## config.mk

```make
export PLATFORM = sky130hd
export DESIGN_NAME = pingpong_ram_ctrl_flat
export DESIGN_NICKNAME = d
export VERILOG_FILES = /design/src/rtl/pingpong_ram_ctrl_if.sv /design/src/rtl/pingpong_ram_ctrl.sv /design/src/flat_wrapper.sv
export SDC_FILE = /design/constraint.sdc
export NUM_CORES = 1
export LEC_CHECK = 0
export CORE_AREA = 2 2 111 70
export CTS_CLUSTER_SIZE = 14
export DETAILED_ROUTE_END_ITERATION = 8
export DIE_AREA = 0 0 113 72
export HOLD_SLACK_MARGIN = 0.1
export PLACE_DENSITY_LB_ADDON = 0.05
export REMOVE_ABC_BUFFERS = 1
export SETUP_SLACK_MARGIN = 0.15
export SLEW_MARGIN = 30
export SYNTH_ARGS = -nofsm -noshare
export SYNTH_HDL_FRONTEND = slang
export SYNTH_SLANG_ARGS = --single-unit
```

## constraint.sdc

```tcl
create_clock -name clk -period 4.7 [get_ports clk]
set_input_delay 1.175 -clock clk [delete_from_list [all_inputs] [get_ports clk]]
set_output_delay 1.175 -clock clk [all_outputs]
set_load 0.01 [all_outputs]
```

## src/rtl/pingpong_ram_ctrl_if.sv

```systemverilog
// Handshake bundle between the map-data source, the map renderer and the
// ping-pong controller. The controller takes the slave side.
interface pingpong_ram_ctrl_if #(
  parameter int DATA_W = 8
) ();
  logic              flush;
  logic              wr_valid;
  logic [DATA_W-1:0] wr_data;
  logic              wr_ready;
  logic              rd_req;
  logic              rd_ready;
  logic              rd_valid;
  logic [DATA_W-1:0] rd_data;
  logic              rd_last;

  modport master (
    output flush, wr_valid, wr_data, rd_req,
    input  wr_ready, rd_ready, rd_valid, rd_data, rd_last
  );

  modport slave (
    input  flush, wr_valid, wr_data, rd_req,
    output wr_ready, rd_ready, rd_valid, rd_data, rd_last
  );
endinterface

```

## src/rtl/pingpong_ram_ctrl.sv

```systemverilog
// Ping-pong controller for two RAM banks: the writer fills one bank while the
// reader drains the other; banks swap once the writer has committed its bank
// and the reader has consumed everything in the other one.
//
// state | meaning
// ------+-------------------------------------------------------------
// FILL  | writer owns wr_bank and accepts words
// FULL  | write bank committed, waiting for the reader to drain
// SWAP  | one cycle: exchange banks, hand wlen to the reader
module pingpong_ram_ctrl #(
  parameter int DATA_W = 8,
  parameter int ADDR_W = 5,
  parameter int DEPTH  = 32,
  parameter int CNT_W  = 16
) (
  input  logic              clk,
  input  logic              resetn,
  input  logic              map,
  pingpong_ram_ctrl_if.slave bus,
  input  logic [DATA_W-1:0] ram1_read_data,
  input  logic [DATA_W-1:0] ram2_read_data,
  output logic              ram1_write_en,
  output logic              ram1_read_en,
  output logic [ADDR_W-1:0] ram1_write_address,
  output logic [ADDR_W-1:0] ram1_read_address,
  output logic [DATA_W-1:0] ram1_write_data,
  output logic              ram2_write_en,
  output logic              ram2_read_en,
  output logic [ADDR_W-1:0] ram2_write_address,
  output logic [ADDR_W-1:0] ram2_read_address,
  output logic [DATA_W-1:0] ram2_write_data,
  output logic              wr_bank,
  output logic              overflow,
  output logic [CNT_W-1:0]  swap_count
);

  // Pointers must be able to hold DEPTH itself, which may not fit in ADDR_W.
  localparam int PTR_W = $clog2(DEPTH + 1);
  typedef logic [PTR_W-1:0] ptr_t;
  localparam ptr_t DEPTH_P = ptr_t'(DEPTH);
  localparam ptr_t ONE     = ptr_t'(1);

  typedef enum logic [1:0] {
    FILL = 2'd0,
    FULL = 2'd1,
    SWAP = 2'd2
  } state_e;

  state_e            state_q, state_d;
  ptr_t              wr_ptr_q, wr_ptr_d;
  ptr_t              rd_ptr_q, rd_ptr_d;
  ptr_t              wlen_q, wlen_d;
  ptr_t              rlen_q, rlen_d;
  logic              wr_bank_q, wr_bank_d;
  logic              overflow_q, overflow_d;
  logic [CNT_W-1:0]  swap_count_q, swap_count_d;
  logic              rd_valid_q, rd_valid_d;
  logic              rd_last_q, rd_last_d;
  logic              rd_bank_q, rd_bank_d;

  logic              wr_ready_s;
  logic              rd_ready_s;
  logic              wr_acc;
  logic              rd_acc;
  ptr_t              wr_ptr_inc;
  logic              fill_done;

  // Write pointer after this cycle's accepted word; a flush in the same
  // cycle commits that word too.
  assign wr_ptr_inc = wr_ptr_q + (wr_acc ? ONE : '0);
  assign fill_done  = map && (state_q == FILL) &&
                      ((wr_ptr_inc == DEPTH_P) || (bus.flush && (wr_ptr_inc != '0)));

  // State register.
  always_ff @(posedge clk or negedge resetn) begin
    if (!resetn) state_q <= FILL;
    else         state_q <= state_d;
  end

  // Next-state logic; everything holds while map is low.
  always_comb begin
    state_d = state_q;
    if (map) begin
      case (state_q)
        FILL:    if (fill_done) state_d = FULL;
        FULL:    if (rd_ptr_q == rlen_q) state_d = SWAP;
        SWAP:    state_d = FILL;
        default: state_d = FILL;
      endcase
    end
  end

  // Handshake and RAM strobe outputs.
  always_comb begin
    wr_ready_s = map && (state_q == FILL);
    rd_ready_s = map && (rd_ptr_q < rlen_q) && (state_q != SWAP);
    wr_acc     = wr_ready_s && bus.wr_valid;
    rd_acc     = rd_ready_s && bus.rd_req;

    ram1_write_en      = wr_acc && !wr_bank_q;
    ram2_write_en      = wr_acc && wr_bank_q;
    ram1_read_en       = rd_acc && wr_bank_q;
    ram2_read_en       = rd_acc && !wr_bank_q;
    ram1_write_address = ADDR_W'(wr_ptr_q);
    ram2_write_address = ADDR_W'(wr_ptr_q);
    ram1_read_address  = ADDR_W'(rd_ptr_q);
    ram2_read_address  = ADDR_W'(rd_ptr_q);
    ram1_write_data    = ram1_write_en ? bus.wr_data : '0;
    ram2_write_data    = ram2_write_en ? bus.wr_data : '0;
  end

  // Datapath next values: pointers, lengths, bank, counters, read pipeline.
  always_comb begin
    wr_ptr_d     = wr_ptr_q;
    rd_ptr_d     = rd_ptr_q;
    wlen_d       = wlen_q;
    rlen_d       = rlen_q;
    wr_bank_d    = wr_bank_q;
    overflow_d   = overflow_q;
    swap_count_d = swap_count_q;
    // Read pipeline runs even with map low so an in-flight word still lands.
    rd_valid_d   = rd_acc;
    rd_last_d    = rd_acc && ((rd_ptr_q + ONE) == rlen_q);
    rd_bank_d    = rd_acc ? !wr_bank_q : rd_bank_q;

    if (map) begin
      if (bus.wr_valid && !wr_ready_s) overflow_d = 1'b1;
      if (state_q == FILL) wr_ptr_d = wr_ptr_inc;
      if (fill_done)       wlen_d   = wr_ptr_inc;
      if (rd_acc)          rd_ptr_d = rd_ptr_q + ONE;
      if (state_q == SWAP) begin
        wr_bank_d    = !wr_bank_q;
        rlen_d       = wlen_q;
        rd_ptr_d     = '0;
        wr_ptr_d     = '0;
        swap_count_d = swap_count_q + CNT_W'(1);
      end
    end
  end

  // Datapath registers.
  always_ff @(posedge clk or negedge resetn) begin
    if (!resetn) begin
      wr_ptr_q     <= '0;
      rd_ptr_q     <= '0;
      wlen_q       <= '0;
      rlen_q       <= '0;
      wr_bank_q    <= 1'b0;
      overflow_q   <= 1'b0;
      swap_count_q <= '0;
      rd_valid_q   <= 1'b0;
      rd_last_q    <= 1'b0;
      rd_bank_q    <= 1'b0;
    end else begin
      wr_ptr_q     <= wr_ptr_d;
      rd_ptr_q     <= rd_ptr_d;
      wlen_q       <= wlen_d;
      rlen_q       <= rlen_d;
      wr_bank_q    <= wr_bank_d;
      overflow_q   <= overflow_d;
      swap_count_q <= swap_count_d;
      rd_valid_q   <= rd_valid_d;
      rd_last_q    <= rd_last_d;
      rd_bank_q    <= rd_bank_d;
    end
  end

  // Read data comes from the bank latched at request time, zero when idle.
  assign bus.rd_data  = rd_valid_q ? (rd_bank_q ? ram2_read_data : ram1_read_data) : '0;
  assign bus.rd_valid = rd_valid_q;
  assign bus.rd_last  = rd_last_q;
  assign bus.wr_ready = wr_ready_s;
  assign bus.rd_ready = rd_ready_s;
  assign wr_bank      = wr_bank_q;
  assign overflow     = overflow_q;
  assign swap_count   = swap_count_q;

endmodule
```

## src/flat_wrapper.sv

```systemverilog
// flat-port wrapper written by rule: the top's interface ports become plain ports
module pingpong_ram_ctrl_flat 
#(
  parameter int DATA_W = 8,
  parameter int ADDR_W = 5,
  parameter int DEPTH  = 32,
  parameter int CNT_W  = 16
)
  (clk, resetn, map, ram1_read_data, ram2_read_data, ram1_write_en, ram1_read_en, ram1_write_address, ram1_read_address, ram1_write_data, ram2_write_en, ram2_read_en, ram2_write_address, ram2_read_address, ram2_write_data, wr_bank, overflow, swap_count, bus_flush, bus_wr_valid, bus_wr_data, bus_rd_req, bus_wr_ready, bus_rd_ready, bus_rd_valid, bus_rd_data, bus_rd_last);
  pingpong_ram_ctrl_if #(.DATA_W(DATA_W)) bus_i ();
  input  logic clk;
  input  logic resetn;
  input  logic map;
  input  logic [DATA_W-1:0] ram1_read_data;
  input  logic [DATA_W-1:0] ram2_read_data;
  output logic ram1_write_en;
  output logic ram1_read_en;
  output logic [ADDR_W-1:0] ram1_write_address;
  output logic [ADDR_W-1:0] ram1_read_address;
  output logic [DATA_W-1:0] ram1_write_data;
  output logic ram2_write_en;
  output logic ram2_read_en;
  output logic [ADDR_W-1:0] ram2_write_address;
  output logic [ADDR_W-1:0] ram2_read_address;
  output logic [DATA_W-1:0] ram2_write_data;
  output logic wr_bank;
  output logic overflow;
  output logic [CNT_W-1:0] swap_count;
  input wire logic [$bits(bus_i.flush)-1:0] bus_flush;
  input wire logic [$bits(bus_i.wr_valid)-1:0] bus_wr_valid;
  input wire logic [$bits(bus_i.wr_data)-1:0] bus_wr_data;
  input wire logic [$bits(bus_i.rd_req)-1:0] bus_rd_req;
  output wire logic [$bits(bus_i.wr_ready)-1:0] bus_wr_ready;
  output wire logic [$bits(bus_i.rd_ready)-1:0] bus_rd_ready;
  output wire logic [$bits(bus_i.rd_valid)-1:0] bus_rd_valid;
  output wire logic [$bits(bus_i.rd_data)-1:0] bus_rd_data;
  output wire logic [$bits(bus_i.rd_last)-1:0] bus_rd_last;
  assign bus_i.flush = bus_flush;
  assign bus_i.wr_valid = bus_wr_valid;
  assign bus_i.wr_data = bus_wr_data;
  assign bus_i.rd_req = bus_rd_req;
  assign bus_wr_ready = bus_i.wr_ready;
  assign bus_rd_ready = bus_i.rd_ready;
  assign bus_rd_valid = bus_i.rd_valid;
  assign bus_rd_data = bus_i.rd_data;
  assign bus_rd_last = bus_i.rd_last;
  pingpong_ram_ctrl #(.DATA_W(DATA_W), .ADDR_W(ADDR_W), .DEPTH(DEPTH), .CNT_W(CNT_W)) u_core (.clk(clk), .resetn(resetn), .map(map), .bus(bus_i), .ram1_read_data(ram1_read_data), .ram2_read_data(ram2_read_data), .ram1_write_en(ram1_write_en), .ram1_read_en(ram1_read_en), .ram1_write_address(ram1_write_address), .ram1_read_address(ram1_read_address), .ram1_write_data(ram1_write_data), .ram2_write_en(ram2_write_en), .ram2_read_en(ram2_read_en), .ram2_write_address(ram2_write_address), .ram2_read_address(ram2_read_address), .ram2_write_data(ram2_write_data), .wr_bank(wr_bank), .overflow(overflow), .swap_count(swap_count));
endmodule
```

; ---- After elaboration in Yosys (flattened, before gate mapping)
; Cells that the tools add are included.
[word_totals]
regBits = 47
output_inout_bits = 70
[op_classes]
add_sub_neg = 3
order_cmp = 1
eq_ne = 8
muxes = 12
n_reduce_logical = 26
[op_table]
columns = cell, count
row1 = two-way mux 8 bit, 4
row2 = two-way mux 6 bit, 4
row3 = adder 16 x 1 -> 16 bit (second input constant), 1
row4 = logical AND 1 bit, 13
row5 = == test 6 bit, 2
row6 = AND reduction 2 bit, 5
row7 = adder 6 x 1 -> 6 bit (second input constant), 1
row8 = adder 6 bit, 1
row9 = == test 6 bit (second input constant), 1
row10 = less-than comparator 6 bit, 1
row11 = nonzero test 6 bit, 1
row12 = two-way mux 2 bit, 2
row13 = != test 2 x 1 -> 1 bit (second input constant), 2
row14 = one-hot mux 2 bit (2 select lines), 1
row15 = nonzero test 2 bit, 2
row16 = AND reduction 3 bit, 1
row17 = == test 2 x 1 -> 1 bit (second input constant), 1
row18 = == test 2 bit (second input constant), 1
row19 = zero test 1 bit, 2
row20 = zero test 2 bit, 1
row21 = != test 2 bit (second input constant), 1
row22 = logical OR 1 bit, 1
row23 = two-way mux 1 bit, 1

; ---- Logic depth before layout (Yosys ltp)
[depth]
word_depth = 11
depth_mapped = 11
mapped_depth_nobuf = 10

; ---- Worst setup path after synthesis
; Ideal clock, no wire load.
[synth_timing]
path_kind = input to register
from = in map
to = reg u_core.wlen_q[0]
t_arrival_ns = 3.737
setup_slack_ns = 0.835
stages = 11
n_path_buf = 1
cell_sequence = nand2b_1 clkbuf_1 nor2_1 and2_1 ha_1 ha_1 xor2_1 or3_1 o31a_1 a2111oi_4 mux2_1
[synth_between]
elab_chain_cells = 9
word_cells_on_any_way = 10
classes_between = add/sub: 1 / eq/ne: 1 / mux: 1 / reduce/logical: 7
[synth_rtl]
columns = item, line_no
row1 = start: declaration, flat_wrapper.sv:13  ; input logic map;
row2 = logical AND 1 bit, "pingpong_ram_ctrl.sv:71, pingpong_ram_ctrl.sv:95"
row3 = logical AND 1 bit, pingpong_ram_ctrl.sv:97  ; wr_acc = wr_ready_s && bus.wr_valid;
row4 = two-way mux 1 bit, pingpong_ram_ctrl.sv:70  ; assign wr_ptr_inc = wr_ptr_q + (wr_acc ? ONE : '0);
row5 = adder 6 bit, pingpong_ram_ctrl.sv:70
row6 = nonzero test 6 bit, pingpong_ram_ctrl.sv:72  ; ((wr_ptr_inc == DEPTH_P) || (bus.flush && (wr_ptr_inc != '0)));
row7 = logical AND 1 bit, pingpong_ram_ctrl.sv:72
row8 = logical OR 1 bit, pingpong_ram_ctrl.sv:72
row9 = logical AND 1 bit, pingpong_ram_ctrl.sv:71  ; assign fill_done = map && (state_q == FILL) &&
row10 = AND reduction 2 bit (no line), --
row11 = end signal: assignment, pingpong_ram_ctrl.sv:157  ; wlen_q <= wlen_d;
row12 = end: declaration, pingpong_ram_ctrl.sv:52  ; ptr_t wlen_q, wlen_d;
; Several ways; a longest one is shown, not always the timed one.
; A chain may end at the register's enable or synchronous reset.

; ---- Final worst setup path
[layout_timing]
from = in map
to = out ram1_read_en
[layout_between]
elab_chain_cells = 4
[layout_rtl]
columns = item, line_no
row1 = logical AND 1 bit (2 in a row), pingpong_ram_ctrl.sv:96  ; rd_ready_s = map && (rd_ptr_q < rlen_q) && (state_q != SWAP);
row2 = logical AND 1 bit, pingpong_ram_ctrl.sv:98  ; rd_acc = rd_ready_s && bus.rd_req;
row3 = net u_core.rd_acc, pingpong_ram_ctrl.sv:64  ; logic rd_acc;
row4 = logical AND 1 bit, pingpong_ram_ctrl.sv:102  ; ram1_read_en = rd_acc && wr_bank_q;
row5 = end: declaration, flat_wrapper.sv:17  ; output logic ram1_read_en;
; The timed path passes the listed nets, and every way through them passes these cells.

==> flow_metrics.env <==
export IMPL_areaGrowthSynthToFinish_pct=41.0
export IMPL_fill_cells=657
export IMPL_worstSetupPathType="in -> out"
export IMPL_cap_violations=0
export IMPL_min_path_type="reg -> reg"
export IMPL_drc_errors=12
export IMPL_timing_final_crit_share=0.935
export IMPL_cp_slowest_cell="clkdlybuf4s50_1"
export IMPL_cts_made_buffers=5
export IMPL_slew_limit_headroom=0.591
export IMPL_leakage_nw=1.69
export IMPL_antenna_found_initial=0
export IMPL_routedWlPerCell_um=14.4
export IMPL_critPathRequiredTime_ns=3.52
export IMPL_clock_sinks=47
export IMPL_initial_core_util=0.390
export IMPL_crit_path_start_kind="input port"
export IMPL_dp_slack_ns=0.118
export IMPL_dieWidth_um=113
export IMPL_maxSlewViolCount=0
export IMPL_arrival_ns=3.22
export IMPL_pwr_share_comb=0.304
export IMPL_setup_slack_ns=0.304
export IMPL_layout_drive_gt1_share=0.0591
export IMPL_drt_initial_drc_count=138
export IMPL_p_sw_uw=388
export IMPL_ys_types=40
export IMPL_met3_length_um=557
export IMPL_viasPerCell=4.86
export IMPL_synth_cells=288
export IMPL_irDropWorstVdd_v=0.000148
export IMPL_ys_seq_area_frac=0.426
export IMPL_period_needed_ns=4.40
export IMPL_antenna_left=0
export IMPL_routed_top_layer="met4"
export IMPL_worstPathCellList="clkdlybuf4s50_1 > inv_1 > a2111oi_4 > nand2_1 > or2_2 > inv_1 > and2_1 > clkdlybuf4s50_1"
export IMPL_max_freq_mhz=227
export IMPL_path_clk_slew_ns=0.07
export IMPL_grt_pass1_vias=2064
export IMPL_antenna_cells=0
export IMPL_port_buffers=99
export IMPL_synth_area_um2=2760
export IMPL_cpPeakStageDelay_ns=0.53
export IMPL_final_cell_mix="clkdlybuf4s50_1 (98), dfrtp_1 (47), nand2_1 (23), and2_1 (18), xnor2_1 (18)"
export IMPL_finalHoldViolations=0
export IMPL_rows=24
export IMPL_grt_total_usage=0.166
export IMPL_core_area_um2=7090
export IMPL_num_vias=2250
export IMPL_yosysWarnings=0
export IMPL_ys_ff_latch=47
export IMPL_avgSynthCellArea_um2=9.60
export IMPL_rsz0062_at_grt="true"
export IMPL_fp_dieH_um=72
export IMPL_cp_end_kind="output pin"
export IMPL_cts_max_level=2
export IMPL_wirelength_met1_um=3630
export IMPL_status="finished, violations left"
export IMPL_route_met2_wl_um=2430
export IMPL_setup_violations_final=0
export IMPL_grt_max_degree=48
export IMPL_synth_main_ff_cell="dfrtp_1"
export IMPL_drtPass1Iterations=6
export IMPL_power_frac_clock=0.278
export IMPL_internal_power_uw=870
export IMPL_cts_tree="yes"
export IMPL_layout_commonest_cell="clkdlybuf4s50_1"
export IMPL_cts_root_buf="clkbuf_16"
export IMPL_insertion_delay_ns=0.29
export IMPL_async_flop_share=1.00
export IMPL_fin_nets=411
export IMPL_crit_fanout=3
export IMPL_seq_power_share=0.418
export IMPL_clockBufferDepth=2
export IMPL_dpl_hpwl_um=5050
export IMPL_yosys_area_top_type="dfrtp_1"
export IMPL_violations="DRC"
export IMPL_synth_area_leaders="dfrtp_1 (43%), xnor2_1 (5.7%), buf_4 (5.4%), ha_1 (4.5%), and2_1 (4.1%)"
export IMPL_cp_top_family="buffers and inverters"
export IMPL_gp_congestion=0.780
export IMPL_synth_edf_count=0
export IMPL_switching_share=0.309
export IMPL_grt_first_pass_wirelength_um=10900
export IMPL_worst_slew_pin_slew_ns=0.613
export IMPL_pin_count=100
export IMPL_grt_overflow=0
export IMPL_fp_dieArea_um2=8140
export IMPL_cts_hold_buf=0
export IMPL_tns_ns=0
export IMPL_synth_top_area_frac=0.426
export IMPL_clock_skew_ns=0.0101
export IMPL_path_buf_inv=4
export IMPL_drt_wl_total_um=6650
export IMPL_powerDensity_nw_per_um2=323
## power by group through the flow
stage	Sequential [mW]	Clock, mW	Combinational, mW
floorplan	0.541	0	0.156
global placement	0.531	0	0.379
detailed placement	0.534	0	0.382
CTS	0.526	0.360	0.383
global route	0.538	0.380	0.418
finish	0.526	0.349	0.382
## cells by family after synthesis
logic type / after synthesis / share of synthesized area
muxes: 11 / 0.0407
DFF: 47 / 0.426
xor gates and xnor gates: 27 / 0.0856
and+or+nand+nor: 108 / 0.209
buffers and inverters: 44 / 0.0874
adders and majority gates: 10 / 0.0453
AOI/OAI and AO/OA: 41 / 0.106
## Yosys cell counts, drive strengths merged (2+ instances only)
cell	n
or3	3
dfrtp	47
nand4	4
and2	18
xor2	9
clkbuf	10
buf	21
and3	6
inv	13
nand3	16
nand2	23
o21ai	16
mux2i	9
a22o	4
a21oi	4
nor2	10
nor2b	14
nor3	4
a2111oi	3
ha	10
nor4b	2
a311o	2
nand2b	3
mux2	2
o211ai	5
xnor2	18
a21o	2
## layer usage
layer  global-route usage  vias to the layer above
met5                    0                        -
met4               0.0366                        0
met3               0.0351                        2
met2                0.223                       74
met1                0.270                     1041
li1                     -                     1133
## cell type report
class,count,area (um2),share of cell area
multi-input combinational,197,1370,0.351
sequential,47,1180,0.302
timing repair buffer,107,1050,0.268
clock buffer,5,125,0.0321
tap,91,114,0.0292
inverter,13,48.8,0.0125
clock inverter,3,20.0,0.00514
## worst min-delay path: stages (launching register included)
cell and delay (ns):
dfrtp_1 0.34, nand2_1 0.05, nand2_1 0.05
## worst paths after layout
| kind | slack [ns] | start | endpoint | cells after the start |
|---|---|---|---|---|
| max in group asynchronous | 3.30 | resetn | u_core.swap_count[13]$_DFFE_PN0P_ | 2 |
| worst min register to register | 0.46 | u_core.wlen_q[0]$_DFFE_PN0P_ | u_core.rlen_q[0]$_DFFE_PN0P_ | 2 |
| min in group asynchronous | 0.99 | resetn | u_core.rd_ptr_q[1]$_DFFE_PN0P_ | 2 |
| worst min-delay path | 0.46 | u_core.wlen_q[0]$_DFFE_PN0P_ | u_core.rlen_q[0]$_DFFE_PN0P_ | 2 |
| worst max-delay path | 0.30 | map | ram1_read_en | 8 |
| worst max register to register | 1.55 | u_core.state_q[1]$_DFFE_PN0P_ | u_core.wlen_q[1]$_DFFE_PN0P_ | 9 |
## state kept, by name (all words and copies together), names as in the netlist
name / cells
u_core.bus.rd_last: 1
u_core.overflow: 1
u_core.rd_bank_q: 1
u_core.wlen_q: 6
u_core.wr_ptr_q: 6
u_core.rlen_q: 6
u_core.swap_count: 16
u_core.rd_ptr_q: 6
u_core.state_q: 2
u_core.wr_bank: 1
u_core.bus.rd_valid: 1
## timing repair
action                                  CTS  global route
endpoints found under the setup margin    1            10
gates resized for setup                   1             3
pin swaps                                 0             0
buffers inserted                          0             0
## per-stage QoR
step                      instances  hold WS, ns  power [mW]  cell area [um2]   util
final                           463        0.461        1.26             3900  0.550
after global routing            463        0.501        1.34             3900  0.550
after CTS                       463        0.465        1.27             3880  0.547
after detailed placement        455        0.449       0.916             3730  0.526
after global placement          455        0.447       0.910             3730  0.526
after floorplan                 257        0.432       0.698             2570      -
No activity file was read; power rests on OpenSTA's default activity.
